`config.mk`:
```
export PLATFORM = sky130hd
export DESIGN_NAME = systolic_feeder
export DESIGN_NICKNAME = d
export VERILOG_FILES = /design/src/rtl/systolic_pkg.sv /design/src/rtl/systolic_matrix_buf.sv /design/src/rtl/systolic_feeder.sv
export SDC_FILE = /design/constraint.sdc
export NUM_CORES = 1
export LEC_CHECK = 0
export BUFFER_PORTS_ARGS = -buffer_cell sky130_fd_sc_hd__buf_4
export CAP_MARGIN = 15
export CORE_ASPECT_RATIO = 0.8
export CORE_MARGIN = 2
export CORE_UTILIZATION = 45
export CTS_BUF_LIST = sky130_fd_sc_hd__clkbuf_8
export DETAILED_ROUTE_END_ITERATION = 10
export GPL_ROUTABILITY_DRIVEN = 0
export SETUP_SLACK_MARGIN = 0.15
export SLEW_MARGIN = 20
export SYNTH_ARGS = -nofsm -noshare
export SYNTH_HDL_FRONTEND = slang
export SYNTH_SLANG_ARGS = --single-unit
```
`constraint.sdc`:
```
create_clock -name clk -period 4.46 [get_ports clk]
set_input_delay 0.223 -clock clk [delete_from_list [all_inputs] [get_ports clk]]
set_output_delay 0.223 -clock clk [all_outputs]
set_load 0.05 [all_outputs]
```
`src/rtl/systolic_pkg.sv`:
```
// Shared constants and types for the systolic feeder: default sizes, FSM
// encoding, load-select codes and stream timing.
package systolic_pkg;

    localparam int DEF_DATA_WIDTH = 8;
    localparam int DEF_N          = 4;

    typedef enum logic [1:0] {
        IDLE   = 2'd0,
        STREAM = 2'd1,
        DRAIN  = 2'd2
    } feedState_t;

    localparam logic LOAD_SEL_A = 1'b0;
    localparam logic LOAD_SEL_B = 1'b1;

    function automatic int streamLen(input int n);
        return 2 * n - 1;
    endfunction

    localparam int STREAM_LEN = streamLen(DEF_N);
    localparam int DRAIN_LEN  = DEF_N;

endpackage

```
`src/rtl/systolic_matrix_buf.sv`:
```
// N x N element register file with a whole-row write port. The read view
// already includes a write landing on the current edge.
module systolic_matrix_buf
    import systolic_pkg::*;
#(
    parameter int DATA_WIDTH = DEF_DATA_WIDTH,
    parameter int N          = DEF_N
) (
    input  logic                                 clk,
    input  logic                                 rst_n,
    input  logic                                 i_we,
    input  logic [$clog2(N)-1:0]                 i_row,
    input  logic [N-1:0][DATA_WIDTH-1:0]         i_data,
    output logic [N-1:0][N-1:0][DATA_WIDTH-1:0]  o_mat
);

    logic [N-1:0][N-1:0][DATA_WIDTH-1:0] r_mem;

    always_ff @(posedge clk or negedge rst_n) begin
        if (!rst_n) begin
            r_mem <= '0;
        end else if (i_we) begin
            r_mem[i_row] <= i_data;
        end
    end

    // Write-through lets a start sampled with a load see the new row at t=0.
    always_comb begin
        o_mat = r_mem;
        if (i_we) begin
            o_mat[i_row] = i_data;
        end
    end

endmodule

```
`src/rtl/systolic_feeder.sv`:
```
// Input-skew stage for the PE grid: replays buffered matrices A and B onto the
// array edges with a one-cycle-per-row/column diagonal skew, then drains.
module systolic_feeder
    import systolic_pkg::*;
#(
    parameter int DATA_WIDTH = DEF_DATA_WIDTH,
    parameter int N          = DEF_N
) (
    input  logic                    clk,
    input  logic                    rst_n,
    input  logic                    load_valid,
    output logic                    load_ready,
    input  logic                    load_sel,
    input  logic [$clog2(N)-1:0]    load_row,
    input  logic [N*DATA_WIDTH-1:0] load_data,
    input  logic                    start,
    output logic                    busy,
    output logic                    done,
    output logic [N*DATA_WIDTH-1:0] left_out,
    output logic [N*DATA_WIDTH-1:0] top_out
);

    localparam int IDX_W      = $clog2(N);
    localparam int STREAM_CYC = streamLen(N);
    localparam int TOTAL_CYC  = STREAM_CYC + N;
    localparam int T_W        = $clog2(TOTAL_CYC);

    feedState_t r_state, w_stateNext;
    logic [T_W-1:0] r_t, w_tNext;
    logic r_done, w_doneNext;
    logic [N-1:0][DATA_WIDTH-1:0] r_left, r_top, w_leftNext, w_topNext;
    logic [N-1:0][N-1:0][DATA_WIDTH-1:0] w_matA, w_matB;
    logic w_loadFire;

    assign load_ready = (r_state == IDLE);
    assign w_loadFire = load_valid && load_ready;

    systolic_matrix_buf #(.DATA_WIDTH(DATA_WIDTH), .N(N)) u_bufA (
        .clk    (clk),
        .rst_n  (rst_n),
        .i_we   (w_loadFire && (load_sel == LOAD_SEL_A)),
        .i_row  (load_row),
        .i_data (load_data),
        .o_mat  (w_matA)
    );

    systolic_matrix_buf #(.DATA_WIDTH(DATA_WIDTH), .N(N)) u_bufB (
        .clk    (clk),
        .rst_n  (rst_n),
        .i_we   (w_loadFire && (load_sel == LOAD_SEL_B)),
        .i_row  (load_row),
        .i_data (load_data),
        .o_mat  (w_matB)
    );

    // Outputs are precomputed for the cycle being entered, so they register
    // alongside the state that owns them.
    always_comb begin
        int k;
        w_stateNext = r_state;
        w_tNext     = r_t;
        w_doneNext  = 1'b0;
        w_leftNext  = '0;
        w_topNext   = '0;
        k           = 0;
        case (r_state)
            IDLE: begin
                if (start) begin
                    w_stateNext = STREAM;
                    w_tNext     = '0;
                end
            end
            STREAM: begin
                w_tNext = r_t + 1'b1;
                if (r_t == T_W'(STREAM_CYC - 1)) begin
                    w_stateNext = DRAIN;
                end
            end
            DRAIN: begin
                if (r_t == T_W'(TOTAL_CYC - 1)) begin
                    w_stateNext = IDLE;
                    w_doneNext  = 1'b1;
                    w_tNext     = '0;
                end else begin
                    w_tNext = r_t + 1'b1;
                end
            end
            default: begin
                w_stateNext = IDLE;
                w_tNext     = '0;
            end
        endcase
        if (w_stateNext == STREAM) begin
            for (int i = 0; i < N; i++) begin
                k = int'(w_tNext) - i;
                if (k >= 0 && k < N) begin
                    w_leftNext[IDX_W'(i)] = w_matA[IDX_W'(i)][IDX_W'(k)];
                    w_topNext[IDX_W'(i)]  = w_matB[IDX_W'(k)][IDX_W'(i)];
                end
            end
        end
    end

    always_ff @(posedge clk or negedge rst_n) begin
        if (!rst_n) begin
            r_state <= IDLE;
            r_t     <= '0;
            r_done  <= 1'b0;
            r_left  <= '0;
            r_top   <= '0;
        end else begin
            r_state <= w_stateNext;
            r_t     <= w_tNext;
            r_done  <= w_doneNext;
            r_left  <= w_leftNext;
            r_top   <= w_topNext;
        end
    end

    assign busy     = (r_state != IDLE);
    assign done     = r_done;
    assign left_out = r_left;
    assign top_out  = r_top;

endmodule
```
==> reports/qor.yml, run 1 <==
critical_path:
  cp_data_arrival_time_ps: 4140
  crit_slowest_cell: "inv_1"
  worstSetupStartpointType: "register"
  worstPathRequired_ps: 4780
  worst-path-buf-inv: 3
  crit_path_end_kind: "register"
  cp_cell_sequence: "inv_1 > ha_1 > nand3b_1 > a21oi_4 > o21ai_4 > inv_1 > ha_1 > inv_1 > nor2_1 > or3_1 > a2111oi_1"
  critPathTopFamily: "buffers and inverters"
  critPathKind: "register to register"
  cp_common_cell: "inv_1"
  cpPeakStageDelay_ps: 600
  critPathMaxFanout: 23
global_routing:
  antenna_found_initial: 0
  grt_pass1_vias: 5040
  grt_first_pass_wirelength_um: 28000
  grt_util_all_layers: 0.204
  grt_overflow: 0
  grt_max_degree: 113
flow_run:
  max-cap-violations: 0
synth:
  synth_flop_cell: "dfrtp_1"
  synth_top_area_frac: 0.538
  async_flop_share: 1.00
  synth_top_cell_by_area: "dfrtp_1"
  ys_ff_latch: 167
  ys_types: 56
  syn_avg_cell_area_um2: 12.8
  yosysWarnings: 0
  syn-cell-area_um2: 7760
  synthesis.instances: 605
  synthTopCellsByArea: "dfrtp_1, mux2_2, mux2i_1"
  synth_edf_count: 0
  ys_seq_area_frac: 0.538
timing:
  min_period_over_period: 0.855
  worst_pin_slew_ps: 1040
  fmax_ghz: 0.262
  setup_viol: 0
  period_needed_ps: 3810
  rsz0062_at_grt: "no"
  maxSlewHeadroom: 0.304
  fin_setup_tns_ps: 0
  setup_ws_ps: 647
  finalHoldViolCount: 0
  slew_violations: 0
  fin_worst_skew_ps: 14.8
floorplanning:
  start_util: 0.465
  ios: 106
  dieArea_um2: 18300
  fp.dieW_um: 151
  die_height_um: 121
  core_area_um2: 16700
  rows: 42
route:
  via_per_inst: 5.27
  ant_nets: 0
  drt_iter0_drc: 238
  drc: 0
  wl_um: 17600
  vias: 4823
  routedWlPerCell_um: 19.2
  dr.pass1.iters: 5
placement:
  post_dp_cell_area_um2: 8370
  io_buffer_count: 73
  hpwlAfterDp_um: 11700
  place_ws_ps: 728
pwr:
  ir_drop_v: 0.000454
  p_leak_nw: 4.45
  p_per_area_nw_per_um2: 843
  finalPower_w: 0.00746
cells_and_area:
  final_util: 0.530
  final_layout_size_suffix_gt1_frac: 0.349
  final_area_um2: 8850
  fin_nets: 723
  areaGrowthSynthToFinish_pct: 14.0
cts:
  cts_buffers: 17
  post-cts-setup-buffers: 0
  cts.sinks: 167
  cts-root-buf: "clkbuf_8"
  path_clk_slew_ps: 90
  h-tree-depth: 4
  clock_path_buffers: 2
  cts_tree: "yes"
  clk_latency_ps: 460
run_status:
  outcome: "complete, no violations"
worst_hold_path:
  hold_path.class: "primary input to register"
## state kept, by name (all words and copies together) (netlist names)
signal / count
u_bufB.r_mem: 64
r_state: 2
top_out: 16
done: 1
left_out: 16
u_bufA.r_mem: 64
r_t: 4
## layout make-up
class                      instances  area (um^2)
fill                            1459         7860
sequential                       167         4180
multi-input combinational        365         3110
timing repair buffer              93          717
tap                              220          275
clock buffer                      18          248
clock inverter                    14          183
inverter                          37          139
antenna                            1         2.50
## report_power, final
group,internal [W],leakage (nW),switching (W)
clock,0.000619,0.212,0.000548
sequential,0.00218,2.17,0.000212
combinational,0.00159,2.06,0.00231
## layout by cell type (no fill, tap or decap), types with 5 or more instances in the layout
| master | n |
|---|---|
| a2111oi_2 | 5 |
| a21oi_1 | 7 |
| a21oi_2 | 9 |
| a221o_1 | 15 |
| buf_4 | 87 |
| clkbuf_8 | 19 |
| conb_1 | 32 |
| dfrtp_1 | 167 |
| dlygate4sd3_1 | 5 |
| inv_1 | 37 |
| mux2_1 | 12 |
| mux2_2 | 92 |
| mux2i_1 | 59 |
| nand2_1 | 13 |
| nor2_1 | 34 |
| nor3_1 | 9 |
| nor4_1 | 8 |
| or3_1 | 14 |
## Yosys cell counts, types with 3 or more instances
| cell type | count |
|---|---|
| dfrtp_1 | 167 |
| nand2b_1 | 4 |
| a2111oi_2 | 5 |
| buf_4 | 34 |
| a21oi_1 | 7 |
| nor3_1 | 9 |
| mux2_1 | 12 |
| clkbuf_1 | 14 |
| ha_1 | 3 |
| a21oi_2 | 9 |
| buf_2 | 5 |
| nor4_1 | 8 |
| buf_1 | 4 |
| mux2_2 | 92 |
| nand3b_1 | 3 |
| mux2i_1 | 59 |
| nor2_1 | 34 |
| or3_1 | 14 |
| buf_6 | 9 |
| nand2_1 | 13 |
| nand3_1 | 4 |
| inv_1 | 36 |
| nor2b_1 | 3 |
| a221o_1 | 15 |
## worst paths after layout
path / to / cells past startpoint / start / slack (ps)
worst min register to register: u_bufB.r_mem[2]$_DFF_PN0_ / 2 / u_bufB.r_mem[2]$_DFF_PN0_ / 480
min in group asynchronous: u_bufB.r_mem[65]$_DFF_PN0_ / 2 / rst_n / 440
max in group asynchronous: top_out[9]$_DFF_PN0_ / 3 / rst_n / 3050
worst min-delay path: u_bufA.r_mem[17]$_DFF_PN0_ / 3 / load_data[17] / 30
worst max-delay path: left_out[8]$_DFF_PN0_ / 11 / r_t[0]$_DFF_PN0_ / 650
worst max register to register: left_out[8]$_DFF_PN0_ / 11 / r_t[0]$_DFF_PN0_ / 650
## worst reg2reg max path: stages, from the launching register on
cell and delay, ps:
dfrtp_1 500, inv_1 130, ha_1 210, nand3b_1 220
a21oi_4 300, o21ai_4 70, inv_1 400, ha_1 350
inv_1 600, nor2_1 120, or3_1 370, a2111oi_1 420
## cell families (layout without fill, tap and decap cells)
| kind of cell | after synthesis | count (layout) | synth area share |
|---|---|---|---|
| DFF | 167 | 167 | 0.538 |
| AOI/OAI and AO/OA | 58 | 58 | 0.0730 |
| other | 1 | 33 | 0.000483 |
| xor gates and xnor gates | 2 | 2 | 0.00226 |
| and+or+nand+nor | 107 | 107 | 0.0767 |
| adders and majority gates | 3 | 3 | 0.00483 |
| muxes | 163 | 163 | 0.227 |
| buffers and inverters | 104 | 162 | 0.0777 |
## per-stage QoR
step | std cells | hold WS (ps)
finish | 915 | 31.9
global route | 914 | 9.47
CTS | 914 | 2.19
detailed placement | 877 | 453
global placement | 877 | 429
floorplan | 636 | -72.6
## per-layer routing
metal | routed length [um] | share of wire | vias to the layer above | global-route usage
li1 | - | - | 2224 | -
met1 | 8420 | 0.48 | 2475 | 0.289
met2 | 8310 | 0.47 | 113 | 0.325
met3 | 717 | 0.041 | 11 | 0.0455
met4 | 115 | 0.0065 | 0 | 0.0450
met5 | 0 | 0 | - | 0
## what timing repair did
action	4_1_cts	5_1_grt
hold buffers	5	0
hold endpoints to repair	114	0
gates resized for setup	0	0
Note: power is estimated with default switching activity, not from simulation.
==> run 2, diff against run 1 <==
--- a/config.mk
+++ b/config.mk
@@ -9,7 +9,7 @@
 export CAP_MARGIN = 15
 export CORE_ASPECT_RATIO = 0.8
 export CORE_MARGIN = 2
-export CORE_UTILIZATION = 45
+export CORE_UTILIZATION = 40
 export CTS_BUF_LIST = sky130_fd_sc_hd__clkbuf_8
 export DETAILED_ROUTE_END_ITERATION = 10
 export GPL_ROUTABILITY_DRIVEN = 0
==> run 2 against run 1 <==
Effect of this change: first-iteration DRC count grew 31%; clock skew shrank 4.3 ps; final area grew 0.54%; combinational power is essentially flat; sequential cell count is the same; largest power group unchanged; highest routed layer unchanged; worst hold slack lost 7.1 ps; sequential share of layout area shrank 0.25 points; utilization shrank 6.1 points; critical path depth grew 2; maximum frequency shrank 0.15%; worst setup slack lost 5.8 ps; routed wire length grew 2.7%.
==> reports/qor.yml, run 2 (synthesis results as in run 1) <==
critical_path:
  worstPathRequired_ps: 4780
  critPathKind: "register to register"
  worstSetupStartpointType: "register"
  reg2reg_depth: 13
  rr_endpoint: "left_out[8]$_DFF_PN0_"
  cp-startpoint: "r_t[0]$_DFF_PN0_"
  cp-endpoint: "left_out[8]$_DFF_PN0_"
  r2r_start: "r_t[0]$_DFF_PN0_"
  crit_path_end_kind: "register"
  reg2reg_slack_ps: 640
  cp_data_arrival_time_ps: 4140
  critPathMaxFanout: 16
timing:
  fmax_ghz: 0.262
  maxSlewHeadroom: 0.356
  worst_pin_slew_ps: 966
  fin_setup_tns_ps: 0
  slew_violations: 0
  min_period_over_period: 0.856
  period_needed_ps: 3820
  rsz0062_at_grt: "no"
  finalHoldViolCount: 0
  setup_viol: 0
  fin_worst_skew_ps: 10.5
route:
  wl_um: 18000
  routedWlPerCell_um: 19.0
  drc: 0
  via_per_inst: 5.15
  vias: 4892
  drt_iter0_drc: 312
  ant_nets: 0
  dr.pass1.iters: 5
cells_and_area:
  final_common_cell: "dfrtp_1"
  final_layout_size_suffix_gt1_frac: 0.347
  fill_cells: 1724
  fin_nets: 721
  final_util: 0.469
  areaGrowthSynthToFinish_pct: 14.6
  diodes: 0
  reg.largest.list: "u_bufA.r_mem: 64 flops, u_bufB.r_mem: 64 flops"
  layout_common_cells: "dfrtp_1, mux2_2, buf_4, mux2i_1, inv_1"
placement:
  hpwlAfterDp_um: 11600
  io_buffer_count: 73
global_routing:
  grt_max_degree: 168
  antenna_found_initial: 0
  grt_overflow: 0
  grt_first_pass_wirelength_um: 29200
  grt_pass1_vias: 5182
  grt_util_all_layers: 0.185
pwr:
  ir_drop_v: 0.000360
  p_leak_nw: 4.45
  p_per_area_nw_per_um2: 843
floorplanning:
  fp.dieW_um: 160
  die_height_um: 129
  ios: 106
  core_area_um2: 19000
  dieArea_um2: 20600
  start_util: 0.409
  rows: 45
cts:
  clk_latency_ps: 460
  h-tree-depth: 4
  cts_tree: "yes"
  cts-root-buf: "clkbuf_8"
  post-cts-setup-buffers: 0
  clock_path_buffers: 2
  cts_buffers: 17
  path_clk_slew_ps: 80
  cts.sinks: 167
run_status:
  outcome: "complete, no violations"
worst_hold_path:
  hold_path.class: "primary input to register"
flow_run:
  max-cap-violations: 0
run 2: cell count changes in the layout (fill, tap and decap cells not counted), moves of 2 or more:
| cell | delta |
|---|---|
| buf_4 | -3 |
| clkinv_2 | -2 |
| inv_1 | +2 |
| inv_6 | +2 |
run 2: repair_timing:
action	in CTS	in global routing
resized for setup	0	0
hold endpoints to repair	171	0
hold buffers	5	0
run 2: worst min-delay path by stage:
stage	from	end	slack, ps	cells after the start
after floorplan	rst_n	done$_DFF_PN0_	-70	0
after global placement	rst_n	u_bufB.r_mem[102]$_DFF_PN0_	450	2
after detailed placement	rst_n	u_bufB.r_mem[38]$_DFF_PN0_	460	2
after CTS	load_data[16]	u_bufA.r_mem[16]$_DFF_PN0_	2	3
after global routing	load_data[16]	u_bufA.r_mem[16]$_DFF_PN0_	3	3
final	load_data[16]	u_bufA.r_mem[16]$_DFF_PN0_	20	3
run 2: power by group:
part,internal (W),switching (W),leakage (nW)
combinational,0.00160,0.00233,2.06
sequential,0.00218,0.000208,2.17
clock,0.000620,0.000560,0.219
total,0.00440,0.00310,4.45
run 2: through the flow:
stage / std cells / setup slack [ps] / power, W / hold WS, ps / area (um^2)
final: 950 / 641 / 0.00750 / 24.8 / 8900
after global routing: 950 / 293 / 0.00806 / 2.89 / 8900
after CTS: 950 / 673 / 0.00756 / 1.83 / 8900
after detailed placement: 913 / 699 / 0.00636 / 459 / 8420
after global placement: 913 / 969 / 0.00625 / 454 / 8420
after floorplan: 636 / 1010 / 0.00546 / -72.6 / 7880
run 2: final cells by class:
cell class / count / area (um^2) / area share
inverters: 37 / 139 / 0.0156
multi-input cells: 365 / 3120 / 0.350
repair buffers: 91 / 712 / 0.0800
flip-flops and latches: 167 / 4180 / 0.469
clock buffers: 18 / 248 / 0.0278
well taps: 258 / 323 / 0.0363
clock inverters: 14 / 181 / 0.0204
run 2: worst max-delay path: stages (launching register included):
cell and delay, ps:
dfrtp_1 510, inv_1 110, ha_1 200, nand3b_1 250
a21oi_4 320, o21ai_4 80, inv_1 60, buf_4 210
ha_1 270, inv_1 420, buf_4 360, nor2_1 80
or3_1 360, a2111oi_1 450
run 2: routing by layer:
metal,part of all wire,wire length (um),global-route usage,vias up
li1,-,-,-,2209
met1,0.48,8630,0.258,2512
met2,0.45,8110,0.286,146
met4,0.019,334,0.0694,0
met3,0.054,969,0.0419,25
met5,0,0,0,-
==> run 3, diff against run 2 <==
--- a/config.mk
+++ b/config.mk
@@ -13,7 +13,6 @@
 export CTS_BUF_LIST = sky130_fd_sc_hd__clkbuf_8
 export DETAILED_ROUTE_END_ITERATION = 10
 export GPL_ROUTABILITY_DRIVEN = 0
-export SETUP_SLACK_MARGIN = 0.15
 export SLEW_MARGIN = 20
 export SYNTH_ARGS = -nofsm -noshare
 export SYNTH_HDL_FRONTEND = slang
==> constraint.sdc (replaced) <==
create_clock -name clk -period 4 [get_ports clk]
set_input_delay 0.2 -clock clk [delete_from_list [all_inputs] [get_ports clk]]
set_output_delay 0.2 -clock clk [all_outputs]
set_load 0.05 [all_outputs]
==> run 3 against run 2 <==
Effect of this change: register-to-register slack worse by 60 ps; clock power about the same; power up 11%; first-iteration DRC count up 18%; non-clock buffer count up 15; worst setup slack worse by 56 ps; clock skew about the same; critical path depth unchanged; die area unchanged; sequential power up 12%; critical endpoint is now top_out[14]$_DFF_PN0_; highest routed layer unchanged.
==> reports/qor.yml, run 3 (synthesis results as in run 1) <==
placement:
  place_ws_ps: 640
  hpwlAfterDp_um: 11800
  io_buffer_count: 73
cells_and_area:
  final_util: 0.474
  diodes: 0
  final_common_cell: "dfrtp_1"
  final_layout_size_suffix_gt1_frac: 0.339
  fin_nets: 736
  layout_common_cells: "dfrtp_1, mux2_2, buf_4, mux2i_1, inv_1"
  reg.largest.list: "u_bufA.r_mem: 64 flops, u_bufB.r_mem: 64 flops"
  areaGrowthSynthToFinish_pct: 15.8
floorplanning:
  core_area_um2: 19000
  rows: 45
  ios: 106
  die_height_um: 129
  dieArea_um2: 20600
  start_util: 0.409
  fp.dieW_um: 160
cts:
  h-tree-depth: 4
  clk_latency_ps: 460
  clock_path_buffers: 2
  ctsHoldBuffers: 19
  cts.sinks: 167
  cts-root-buf: "clkbuf_8"
  ctsResizeCount: 0
  cts_tree: "yes"
  path_clk_slew_ps: 90
  post-cts-setup-buffers: 0
  cts_buffers: 17
timing:
  worst_pin_slew_ps: 930
  slew_violations: 0
  maxSlewHeadroom: 0.380
  fin_setup_tns_ps: 0
  fmax_ghz: 0.293
  rsz0062_at_grt: "no"
  whs_ps: 31.5
  fin_worst_skew_ps: 10.8
  min_period_over_period: 0.854
  period_needed_ps: 3420
  setup_viol: 0
  setup_ws_ps: 584
  finalHoldViolCount: 0
pwr:
  p_per_area_nw_per_um2: 924
  ir_drop_v: 0.000503
  switchingPower_w: 0.00350
  switching_share: 0.421
  p_clk_frac: 0.146
  p_leak_nw: 4.49
  p_comb_frac: 0.532
  p_seq_frac: 0.322
  p_int_w: 0.00481
critical_path:
  critPathKind: "register to register"
  critPathMaxFanout: 23
  r2r_start: "r_t[0]$_DFF_PN0_"
  cp_cell_sequence: "inv_1 > ha_1 > nand3b_1 > a21oi_4 > o21ai_4 > inv_1 > buf_4 > ha_1 > buf_4 > nor2_1 > a221oi_1 > o41ai_1 > a2111oi_2"
  critPathTopFamily: "compound AO/OA/AOI/OAI gates"
  worst-path-buf-inv: 4
  worstPathRequired_ps: 4340
  cp-startpoint: "r_t[0]$_DFF_PN0_"
  crit_path_end_kind: "register"
  crit_slowest_cell: "dfrtp_1"
  cpPeakStageDelay_ps: 540
  cp_data_arrival_time_ps: 3760
  worstSetupStartpointType: "register"
global_routing:
  grt_max_degree: 117
  antenna_found_initial: 0
  grt_util_all_layers: 0.186
  grt_overflow: 0
  grt_first_pass_wirelength_um: 29100
  grt_pass1_vias: 5165
route:
  routedWlPerCell_um: 18.9
  via_per_inst: 5.03
  dr.pass1.iters: 5
  wl_um: 18300
  ant_nets: 0
  drc: 0
  vias: 4850
  drt_iter0_drc: 369
worst_hold_path:
  min_from: "load_data[2]"
  hold_path.class: "primary input to register"
run_status:
  outcome: "complete, no violations"
flow_run:
  max-cap-violations: 0
run 3: cell types whose count changed in the layout (fill, tap and decap cells not counted), sizes merged:
cell         delta
clkinv          +1
bufinv          -2
dlygate4sd3    +14
clkbuf          +2
run 3: cell type report:
class | count | area (um^2)
fill | 1723 | 9980
sequential | 167 | 4180
multi-input combinational | 365 | 3110
timing repair buffer | 106 | 850
tap | 258 | 323
clock buffer | 19 | 262
inverter | 37 | 139
clock inverter | 13 | 130
run 3: worst min-delay path, cell delays in order:
cell,delay (ps)
buf_4,120
mux2i_1,90
inv_1,60
run 3: path summary, 6_finish.rpt:
check	end	slack [ps]	cells after the start
setup / recovery	top_out[14]$_DFF_PN0_	580	13
hold / removal	u_bufB.r_mem[66]$_DFF_PN0_	30	3
setup reg to reg	top_out[14]$_DFF_PN0_	580	13
hold reg to reg	u_bufB.r_mem[4]$_DFF_PN0_	490	2
max in group asynchronous	u_bufA.r_mem[48]$_DFF_PN0_	2630	3
min in group asynchronous	top_out[3]$_DFF_PN0_	420	2
run 3: power by group through the flow:
| stage | clock [W] | sequential (W) | combinational (W) |
|---|---|---|---|
| floorplan | 0 | 0.00287 | 0.00322 |
| global placement | 0 | 0.00267 | 0.00431 |
| detailed placement | 0 | 0.00271 | 0.00440 |
| CTS | 0.00124 | 0.00268 | 0.00444 |
| global route | 0.00132 | 0.00275 | 0.00485 |
| finish | 0.00121 | 0.00267 | 0.00443 |
run 3: per-layer routing:
metal  global-route usage  wire, um  vias to the layer above
met4               0.0726       260                        0
li1                     -         -                     2244
met3               0.0374      1150                       20
met2                0.281      8300                      149
met5                    0         0                        -
met1                0.265      8540                     2437
run 3: through the flow:
step                      instance area, um^2  power [W]  cells
after floorplan                          7880    0.00608    636
after global placement                   8410    0.00698    914
after detailed placement                 8410    0.00712    914
after CTS                                8990    0.00836    965
after global routing                     8990    0.00892    965
final                                    8990    0.00831    965
